$ cat config.mk
export PLATFORM = sky130hd
export DESIGN_NAME = ff_input_cond_flat
export DESIGN_NICKNAME = d
export VERILOG_FILES = /design/src/rtl/ff_input_pkg.sv /design/src/rtl/ff_input_cond_if.sv /design/src/rtl/ff_debounce.sv /design/src/rtl/ff_input_cond.sv /design/src/flat_wrapper.sv
export SDC_FILE = /design/constraint.sdc
export NUM_CORES = 1
export LEC_CHECK = 0
export BUFFER_PORTS_ARGS = -buffer_cell sky130_fd_sc_hd__buf_2
export CAP_MARGIN = 10
export CORE_MARGIN = 1
export CORE_UTILIZATION = 40
export DETAILED_ROUTE_END_ITERATION = 6
export PLACE_DENSITY = 0.57
export SLEW_MARGIN = 20
export SYNTH_ARGS = -nofsm -noshare
export SYNTH_HDL_FRONTEND = slang
export SYNTH_HIERARCHICAL = 1
export SYNTH_SLANG_ARGS = --single-unit
$ cat constraint.sdc
create_clock -name clk12m -period 1.8 [get_ports clk12m]
set_input_delay 0.09 -clock clk12m [delete_from_list [all_inputs] [get_ports clk12m]]
set_output_delay 0.09 -clock clk12m [all_outputs]
set_load 0.005 [all_outputs]
$ cat src/rtl/ff_input_pkg.sv
// ----------------------------------------------------------------------------
// ff_input_pkg
// Shared definitions for the foodfight player-input conditioner.
//  - Autoplay state encoding (3 bits, IDLE..PLAY = 0..5).
//  - Default timing constants for a 12 MHz system clock.
//  - Small elaboration-time helpers for sizing counters.
// ----------------------------------------------------------------------------
package ff_input_pkg;

    localparam int AP_STATE_W = 3;

    typedef enum logic [AP_STATE_W-1:0] {
        AP_IDLE  = 3'd0,
        AP_WAIT  = 3'd1,
        AP_COIN  = 3'd2,
        AP_GAP1  = 3'd3,
        AP_START = 3'd4,
        AP_PLAY  = 3'd5
    } ap_state_t;

    // Defaults for a 12 MHz clock.
    localparam int DEF_NUM_IN       = 8;
    localparam int DEF_DEB_COUNT    = 12000;     // 1 ms
    localparam int DEF_COIN_IDX     = 0;
    localparam int DEF_START_IDX    = 1;
    localparam int DEF_THROW_IDX    = 2;
    localparam int DEF_AUTO_DELAY   = 24000000;  // 2 s
    localparam int DEF_PULSE_LEN    = 1200000;   // 100 ms
    localparam int DEF_THROW_PERIOD = 6000000;   // 500 ms

    function automatic int max3(input int a, input int b, input int c);
        int m;
        m = (a > b) ? a : b;
        return (m > c) ? m : c;
    endfunction

    // Bits needed to hold 0..n-1; never less than one bit.
    function automatic int width_for(input int n);
        return (n > 1) ? $clog2(n) : 1;
    endfunction

endpackage

$ cat src/rtl/ff_input_cond_if.sv
// ----------------------------------------------------------------------------
// ff_input_cond_if
// Bundle between the board pins / bench and the input conditioner.
//  btn_i        raw buttons, 1 = pressed, asynchronous to the clock
//  auto_en      run-time autoplay enable (level)
//  sw_n_o       conditioned switches, 0 = pressed
//  pressed_o    one-cycle strobe on each debounced press
//  auto_state_o current autoplay state encoding
// Modports: master drives the buttons, slave is the conditioner.
// ----------------------------------------------------------------------------
interface ff_input_cond_if #(
    parameter int NUM_IN = 8
);
    logic [NUM_IN-1:0] btn_i;
    logic              auto_en;
    logic [NUM_IN-1:0] sw_n_o;
    logic [NUM_IN-1:0] pressed_o;
    logic [2:0]        auto_state_o;

    modport master (
        output btn_i,
        output auto_en,
        input  sw_n_o,
        input  pressed_o,
        input  auto_state_o
    );

    modport slave (
        input  btn_i,
        input  auto_en,
        output sw_n_o,
        output pressed_o,
        output auto_state_o
    );
endinterface

$ cat src/rtl/ff_debounce.sv
// ----------------------------------------------------------------------------
// ff_debounce
// One button channel: two-flop synchroniser, stability counter, accepted
// level register and a one-cycle press strobe.
// Ports:
//  clk12m    in  system clock
//  reset     in  asynchronous active-high reset
//  btn_raw   in  raw button, 1 = pressed
//  stable_o  out debounced level (registered)
//  press_o   out one-cycle strobe when the debounced level rises
// Parameter DEB_COUNT: consecutive cycles the synchronised input must differ
// from the accepted level before the change is taken.
// ----------------------------------------------------------------------------
module ff_debounce
    import ff_input_pkg::*;
#(
    parameter int DEB_COUNT = DEF_DEB_COUNT
) (
    input  logic clk12m,
    input  logic reset,
    input  logic btn_raw,
    output logic stable_o,
    output logic press_o
);

    localparam int CNT_W = width_for(DEB_COUNT);
    localparam logic [CNT_W-1:0] CNT_LAST = CNT_W'(DEB_COUNT - 1);

    logic             sync1_reg;
    logic             sync2_reg;
    logic             stable_reg;
    logic             press_reg;
    logic [CNT_W-1:0] cnt_reg;

    always_ff @(posedge clk12m or posedge reset) begin
        if (reset) begin
            sync1_reg  <= 1'b0;
            sync2_reg  <= 1'b0;
            stable_reg <= 1'b0;
            press_reg  <= 1'b0;
            cnt_reg    <= '0;
        end else begin
            sync1_reg <= btn_raw;
            sync2_reg <= sync1_reg;
            press_reg <= 1'b0;
            if (sync2_reg != stable_reg) begin
                if (cnt_reg == CNT_LAST) begin
                    stable_reg <= sync2_reg;
                    cnt_reg    <= '0;
                    // Only a newly accepted press strobes, not a release.
                    press_reg  <= sync2_reg;
                end else begin
                    cnt_reg <= cnt_reg + 1'b1;
                end
            end else begin
                // Any bounce back to the accepted level restarts the count.
                cnt_reg <= '0;
            end
        end
    end

    assign stable_o = stable_reg;
    assign press_o  = press_reg;

endmodule

$ cat src/rtl/ff_input_cond.sv
// ----------------------------------------------------------------------------
// ff_input_cond
// Player-input conditioner for the foodfight board tops. Debounces NUM_IN
// raw buttons and drives the game's active-low switch vector; optionally
// runs an attract-mode autoplay sequence (coin, start, periodic throw).
// Ports:
//  clk12m  in  system clock, all logic on the rising edge
//  reset   in  asynchronous active-high reset
//  bus     ff_input_cond_if.slave: btn_i, auto_en in; sw_n_o, pressed_o,
//          auto_state_o out
// Configuration macro FF_AUTOPLAY_EN:
//  defined   - autoplay FSM and shared timer are built.
//  undefined - pure debouncer; auto_en ignored, auto_state_o reads 0.
// ----------------------------------------------------------------------------
module ff_input_cond
    import ff_input_pkg::*;
#(
    parameter int NUM_IN       = DEF_NUM_IN,
    parameter int DEB_COUNT    = DEF_DEB_COUNT,
    parameter int COIN_IDX     = DEF_COIN_IDX,
    parameter int START_IDX    = DEF_START_IDX,
    parameter int THROW_IDX    = DEF_THROW_IDX,
    parameter int AUTO_DELAY   = DEF_AUTO_DELAY,
    parameter int PULSE_LEN    = DEF_PULSE_LEN,
    parameter int THROW_PERIOD = DEF_THROW_PERIOD
) (
    input logic           clk12m,
    input logic           reset,
    ff_input_cond_if.slave bus
);

    logic [NUM_IN-1:0] stable;
    logic [NUM_IN-1:0] pressed;
    logic [NUM_IN-1:0] auto_mask;

    generate
        for (genvar gi = 0; gi < NUM_IN; gi++) begin : g_deb
            ff_debounce #(
                .DEB_COUNT (DEB_COUNT)
            ) u_deb (
                .clk12m   (clk12m),
                .reset    (reset),
                .btn_raw  (bus.btn_i[gi]),
                .stable_o (stable[gi]),
                .press_o  (pressed[gi])
            );
        end
    endgenerate

`ifdef FF_AUTOPLAY_EN
    // One timer serves every phase, so it is sized for the longest one.
    localparam int TIMER_W = width_for(max3(AUTO_DELAY, PULSE_LEN, THROW_PERIOD));
    localparam logic [TIMER_W-1:0] DELAY_LAST  = TIMER_W'(AUTO_DELAY - 1);
    localparam logic [TIMER_W-1:0] PULSE_LAST  = TIMER_W'(PULSE_LEN - 1);
    localparam logic [TIMER_W-1:0] PERIOD_LAST = TIMER_W'(THROW_PERIOD - 1);

    localparam logic [NUM_IN-1:0] COIN_MASK  = NUM_IN'(1) << COIN_IDX;
    localparam logic [NUM_IN-1:0] START_MASK = NUM_IN'(1) << START_IDX;
    localparam logic [NUM_IN-1:0] THROW_MASK = NUM_IN'(1) << THROW_IDX;

    ap_state_t          state_reg;
    logic [TIMER_W-1:0] timer_reg;
    logic [NUM_IN-1:0]  mask_reg;
    logic               disarmed_reg;

    // Masks are updated on the same edge as the state change so sw_n_o
    // follows the state with no extra delay.
    always_ff @(posedge clk12m or posedge reset) begin
        if (reset) begin
            state_reg    <= AP_IDLE;
            timer_reg    <= '0;
            mask_reg     <= '0;
            disarmed_reg <= 1'b0;
        end else if (!bus.auto_en) begin
            // Dropping the enable also re-arms, and beats a coincident press.
            state_reg    <= AP_IDLE;
            timer_reg    <= '0;
            mask_reg     <= '0;
            disarmed_reg <= 1'b0;
        end else if ((state_reg != AP_IDLE) && (|pressed)) begin
            // A real player took over: stop and stay off until re-enabled.
            state_reg    <= AP_IDLE;
            timer_reg    <= '0;
            mask_reg     <= '0;
            disarmed_reg <= 1'b1;
        end else begin
            case (state_reg)
                AP_IDLE: begin
                    mask_reg <= '0;
                    if (!disarmed_reg) begin
                        state_reg <= AP_WAIT;
                        timer_reg <= '0;
                    end
                end
                AP_WAIT: begin
                    if (timer_reg == DELAY_LAST) begin
                        state_reg <= AP_COIN;
                        timer_reg <= '0;
                        mask_reg  <= COIN_MASK;
                    end else begin
                        timer_reg <= timer_reg + 1'b1;
                    end
                end
                AP_COIN: begin
                    if (timer_reg == PULSE_LAST) begin
                        state_reg <= AP_GAP1;
                        timer_reg <= '0;
                        mask_reg  <= '0;
                    end else begin
                        timer_reg <= timer_reg + 1'b1;
                    end
                end
                AP_GAP1: begin
                    if (timer_reg == PULSE_LAST) begin
                        state_reg <= AP_START;
                        timer_reg <= '0;
                        mask_reg  <= START_MASK;
                    end else begin
                        timer_reg <= timer_reg + 1'b1;
                    end
                end
                AP_START: begin
                    if (timer_reg == PULSE_LAST) begin
                        state_reg <= AP_PLAY;
                        timer_reg <= '0;
                        mask_reg  <= THROW_MASK;
                    end else begin
                        timer_reg <= timer_reg + 1'b1;
                    end
                end
                AP_PLAY: begin
                    // Throw is held while the *next* timer value is inside
                    // the first PULSE_LEN cycles of the window.
                    if (timer_reg == PERIOD_LAST) begin
                        timer_reg <= '0;
                        mask_reg  <= THROW_MASK;
                    end else begin
                        timer_reg <= timer_reg + 1'b1;
                        mask_reg  <= (timer_reg < PULSE_LAST) ? THROW_MASK : '0;
                    end
                end
                default: begin
                    state_reg <= AP_IDLE;
                    timer_reg <= '0;
                    mask_reg  <= '0;
                end
            endcase
        end
    end

    assign auto_mask        = mask_reg;
    assign bus.auto_state_o = state_reg;
`else
    assign auto_mask        = '0;
    assign bus.auto_state_o = AP_IDLE;

    // Autoplay inputs and parameters have no function in this build.
    logic unused_autoplay;
    assign unused_autoplay = ^{bus.auto_en, COIN_IDX, START_IDX, THROW_IDX,
                               AUTO_DELAY, PULSE_LEN, THROW_PERIOD};
`endif

    // Both operands are registers, so the outputs are glitch-free and have
    // no combinational path from the pins.
    assign bus.sw_n_o    = ~(stable | auto_mask);
    assign bus.pressed_o = pressed;

endmodule

$ cat src/flat_wrapper.sv
// flat-port wrapper written by rule: the top's interface ports become plain ports
module ff_input_cond_flat import ff_input_pkg::*;
#(
    parameter int NUM_IN       = DEF_NUM_IN,
    parameter int DEB_COUNT    = DEF_DEB_COUNT,
    parameter int COIN_IDX     = DEF_COIN_IDX,
    parameter int START_IDX    = DEF_START_IDX,
    parameter int THROW_IDX    = DEF_THROW_IDX,
    parameter int AUTO_DELAY   = DEF_AUTO_DELAY,
    parameter int PULSE_LEN    = DEF_PULSE_LEN,
    parameter int THROW_PERIOD = DEF_THROW_PERIOD
)
  (clk12m, reset, bus_btn_i, bus_auto_en, bus_sw_n_o, bus_pressed_o, bus_auto_state_o);
  ff_input_cond_if #(.NUM_IN(NUM_IN)) bus_i ();
  input logic clk12m;
  input logic reset;
  input wire logic [$bits(bus_i.btn_i)-1:0] bus_btn_i;
  input wire logic [$bits(bus_i.auto_en)-1:0] bus_auto_en;
  output wire logic [$bits(bus_i.sw_n_o)-1:0] bus_sw_n_o;
  output wire logic [$bits(bus_i.pressed_o)-1:0] bus_pressed_o;
  output wire logic [$bits(bus_i.auto_state_o)-1:0] bus_auto_state_o;
  assign bus_i.btn_i = bus_btn_i;
  assign bus_i.auto_en = bus_auto_en;
  assign bus_sw_n_o = bus_i.sw_n_o;
  assign bus_pressed_o = bus_i.pressed_o;
  assign bus_auto_state_o = bus_i.auto_state_o;
  ff_input_cond #(.NUM_IN(NUM_IN), .DEB_COUNT(DEB_COUNT), .COIN_IDX(COIN_IDX), .START_IDX(START_IDX), .THROW_IDX(THROW_IDX), .AUTO_DELAY(AUTO_DELAY), .PULSE_LEN(PULSE_LEN), .THROW_PERIOD(THROW_PERIOD)) u_core (.clk12m(clk12m), .reset(reset), .bus(bus_i));
endmodule
==> Word-level counts from Yosys, hierarchy flattened <==
Index checks and enable logic that the tools add are counted.
{ "op_classes": {"add_sub_neg": 8, "n_eq_ne": 16, "mux": 32, "n_bitwise": 1, "n_reduce_logical": 8} }
{ "op_table": {"columns": ["cell", "n"], "rows": [
  ["$mux W14", 16],
  ["$add A14 B1 Y14 const B", 8],
  ["$eq A14 B14 Y1 const B", 8],
  ["$mux W1", 16],
  ["$reduce_and A2 Y1", 8],
  ["$ne A1 B1 Y1", 8],
  ["$not A8 Y8", 1]
]} }
{ "totals": {"reg_bits": 144, "output_inout_bits": 19} }

==> Depth between registers and ports, before layout <==
{ "depth": {"depth_word": 3, "depth_mapped": 6, "ltp_nobuf": 5} }

==> Cells and area by module <==
The synthesis kept the hierarchy.
{ "by_module_without_submodules": {"columns": ["mod", "n_inst", "cells_each", "area_each_um2"], "rows": [
  ["ff_debounce (u_core.g_deb[0].u_deb ...)", 7, 82, 854.6],
  ["ff_debounce (u_core.g_deb[3].u_deb)", 1, 78, 843.3],
  ["ff_input_cond", 1, 12, 56.3]
]} }

==> Worst setup path before layout <==
Ideal clock, no wire load.
{ "synth_path": {"path_type": "reg-to-reg", "start": "reg u_core.g_deb[3].u_deb.cnt_reg[5]", "end": "reg u_core.g_deb[3].u_deb.stable_reg", "setup_ps": 125, "arrival_time_ps": 1613, "required_ps": 1675, "path_slack_ps": 63, "path_stages_with_launch": 4, "path_buffers": 0, "synth_period_minus_slack_ps": 1737, "path_cell_list": "dfrtp_1 or4b_1 nor4_2 mux2_2"} }
{ "synth_via": {"elab_chain_len": 2} }
{ "synth_lines": {"columns": ["item", "line", "source"], "rows": [
  ["start: declaration", "ff_debounce.sv:33", "logic [CNT_W-1:0] cnt_reg;"],
  ["start signal: assignment", "ff_debounce.sv:53", "cnt_reg <= cnt_reg + 1'b1;"],
  ["$eq A14 B14 Y1", "ff_debounce.sv:47", "if (cnt_reg == CNT_LAST) begin"],
  ["$reduce_and A2 Y1 (no line)", null, null],
  ["end signal: assignment", "ff_debounce.sv:48", "stable_reg <= sync2_reg;"],
  ["end: declaration", "ff_debounce.sv:31", "logic stable_reg;"]
]} }
No other way between the ends.
A chain may end at the register's enable or synchronous reset.

==> Final worst setup path <==
{ "layout_path": {"start": "reg u_core.g_deb[0].u_deb.cnt_reg[12]", "end": "reg u_core.g_deb[0].u_deb.stable_reg"} }
{ "layout_via": {"elab_chain_len": 2} }
{ "layout_lines": {"columns": ["item", "line"], "rows": [
  ["start: declaration", "ff_debounce.sv:33"],
  ["start signal: assignment", "ff_debounce.sv:53"],
  ["$eq A14 B14 Y1", "ff_debounce.sv:47"],
  ["$reduce_and A2 Y1 (no line)", null],
  ["end signal: assignment", "ff_debounce.sv:48"],
  ["end: declaration", "ff_debounce.sv:31"]
]} }
No other way between the ends.

==> summary.txt <==
Status
  – Outcome: finished, final reports clean

Critical path
  – WP data required: 2.10 ns
  – Crit Path Max Fanout: 4
  – CP arrival: 2.02 ns
  – CP startpoint kind: register
  – Top delay family on crit path: simple AND/OR/NAND/NOR gates
  – Crit Path Class: register to register
  – Worst path bufs/invs: 0
  – Crit-path slowest cell: or4b_1
  – Max incr delay on CP: 0.53 ns
  – Crit. End Element: register
  – Crit path cell chain: or4b_1, nor4_2, mux2_2

Synth
  – Area leader, netlist: dfrtp_1
  – Yosys warnings: 6
  – Avg Inst Size Synth: 10.36 sq um
  – Primary FF master, synth: dfrtp_1
  – Synth Cell Area: 6882 sq um
  – Most common cell in the synthesized netlist: dfrtp_1
  – Ys async rst share: 100.0%
  – Synth top area share: 52.36%
  – Unique masters post-synth: 27
  – Largest cells by area after synthesis: dfrtp_1 (52%), xor2_1 (9.2%), nor2_1 (6.9%)
  – Register area share after synthesis: 52.36%
  – Number of flops mapped to enable cells by yosys: 0
  – Cells after synthesis: 664
  – Commonest cells post-synth: dfrtp_1 (144), nor2_1 (126), xor2_1 (72)
  – Synthesis-stage register bit count: 144

Die
  – DIE AREA: 17,730 sq um
  – Core Region: 16,700 sq um
  – I/O pin total: 30
  – DIE HEIGHT: 133.2 um
  – Die X: 133.2 um
  – Cell Rows: 47
  – Initial Util: 41.20%

Global route
  – First-pass GRT wire length: 21,150 um
  – Total Routing Usage GR: 14.94%
  – Largest net degree at the start of global routing: 19
  – Total gr overflow: 0
  – Vias in the first global route: 4,660
  – Initial antenna violation count: 0

Clock network
  – Clock slew at reported path FFs: 0.06 ns
  – Clk_lat worst skew: 0.42 ns
  – TritonCTS Buffers: 17
  – TritonCTS Sinks: 144
  – CTS H-Tree Depth: 4
  – Post-CTS setup buffer count: 0
  – Clock Path Buffers: 2
  – Root buffer cell: clkbuf_16
  – CTS tree: yes

Timing
  – Clock skew: 0.008017 ns
  – Fmax: 580.5 MHz
  – Worst-Margin Slew: 0.7063 ns
  – Setup TNS: 0 ns
  – Period utilisation layout: 95.70%
  – Endpoints failing setup: 0
  – Final hold vios: 0
  – RSZ-0062 raised after global routing: no
  – Min cycle time layout: 1.723 ns
  – Worst rel slew slack: 52.86%
  – Slew Limit Fails: 0

Detailed routing
  – Initial DRT Pass Iterations: 4
  – Final WL: 12,180 um
  – Remaining DRCs: 0
  – WL/cell: 12.63 um
  – Routed vias: 4,680
  – Vias per cell: 4.855
  – DRT antenna net count: 0
  – 1st-iter DRT viols: 225

Job
  – MaxCap Viol Count: 0

Cells and area
  – Non-Filler Instances: 964
  – Largest register FFs: 112
  – Fin nets: 758
  – Register area: 3603 sq um
  – Fill cells: 1,535
  – Diodes inserted: 0
  – Design Area, Final: 8204 sq um
  – Layout area overhead: 19.22%
  – Layout cell share with drive strength beyond 1: 16.53%
  – Multi-input logic area: 3073 sq um

Placed design
  – GP Congestion: 0.7972
  – I/O Buffers: 25
  – DP Cell Count: 921
  – Post-DP Area: 7391 sq um
  – DP HPWL: 8224 um

Power and ir drop
  – Worst VDD drop: 0.0006886 V
  – Leakage: 0.003686 uW
  – Pwr per Cell Area: 917.1 nW/um^2

Min path
  – Hold Crit Class: input port to register
==> repair_timing <==
action                                  CTS  global route
hold buffers                              9             0
resized for setup                         1             9
hold endpoints to repair                152             0
gates cloned                              0             2
pin swaps                                 0             4
endpoints found under the setup margin    1           103
==> final timing paths <==
path	startpoint	to	slack, ns	depth (start not counted)
worst max-delay path	u_core/g_deb[0].u_deb/cnt_reg[12]	u_core/g_deb[0].u_deb/stable_o	0.08	3
worst min-delay path	bus_btn_i[6]	u_core/g_deb[6].u_deb/sync1_reg	0.31	2
worst max register to register	u_core/g_deb[0].u_deb/cnt_reg[12]	u_core/g_deb[0].u_deb/stable_o	0.08	3
worst min register to register	u_core/g_deb[0].u_deb/sync1_reg	u_core/g_deb[0].u_deb/sync2_reg	0.34	0
max in group asynchronous	reset	u_core/g_deb[0].u_deb/cnt_reg[3]	0.88	3
min in group asynchronous	reset	u_core/g_deb[2].u_deb/cnt_reg[3]	0.44	3
==> final cells by class <==
cell class,count,area share (%)
flip-flops and latches,144,43.92
multi-input cells,473,37.46
repair buffers,71,6.009
clock buffers,20,5.689
well taps,220,3.355
clock inverters,12,2.471
inverters,24,1.098
==> through the flow <==
stage | total power, uW | util [%] | setup WS [ns] | hold slack, ns
after global placement | 3645 | 44.25 | 0.05309 | 0.1979
after CTS | 7639 | 48.85 | 0.01278 | 0.2897
final | 7524 | 49.12 | 0.07744 | 0.3137
after detailed placement | 3657 | 44.25 | 0.007154 | 0.1993
after global routing | 7847 | 49.12 | 0.0004909 | 0.2870
after floorplan | 3609 | - | 0.06262 | 0.02857
==> cell usage in the layout (no fill, tap or decap) <==
master         Yosys  routed
buf_4              3      37
bufinv_16          0       5
nand4_1           31      31
nor4b_2            0       1
or4b_1             8       8
dfrtp_1          144     144
nand3_1           48      48
nor3b_1           14      14
or2_4              1       8
xor2_1            72      72
and3_1            16      16
nand2_1           40      40
nor3_1             8       8
clkinvlp_4         0       4
nor4b_1            8       7
and4_1            15      15
inv_6              0       2
clkbuf_8           0       3
buf_2              0      25
nor4_2             8       6
nor4_4             0       2
inv_1             24      24
mux2_2             8       8
conb_1             1       3
nor2_1           126     126
and2_1             8       8
and4_2             1       1
clkinv_2           0       1
ha_1              16      16
or2_2              7       2
and3b_2            1       1
xnor2_1           32      32
clkbuf_16          0      17
dlygate4sd3_1      0       9
==> power by group <==
group	switching, uW	total [uW]	internal, uW
sequential	51.2	3350	3300
combinational	170	263	92.3
clock	1330	3910	2580
total	1560	7520	5970
==> cells by family (layout without fill, tap and decap cells) <==
kind of cell             after synthesis  count (layout)  share of synthesized area [%]
XOR/XNOR                             104             104                          13.24
adder cells (fa/ha/maj)               16              16                          2.909
buffers and inverters                 51             127                          3.873
flip-flops                           144             144                          52.36
multiplexers                           8               8                          1.309
other                                  1               3                        0.05449
AND/OR/NAND/NOR                      340             342                          26.25
==> per-layer routing <==
layer  GRT usage (%)  routed length [um]  vias to the layer above
met1           18.71                5710                     2267
met4           5.745                 146                        0
met5               0                   0                        -
li1                -                   -                     2350
met2           24.64                5967                       53
met3           4.033                 355                       10
Power figures use the tool's default switching activity.
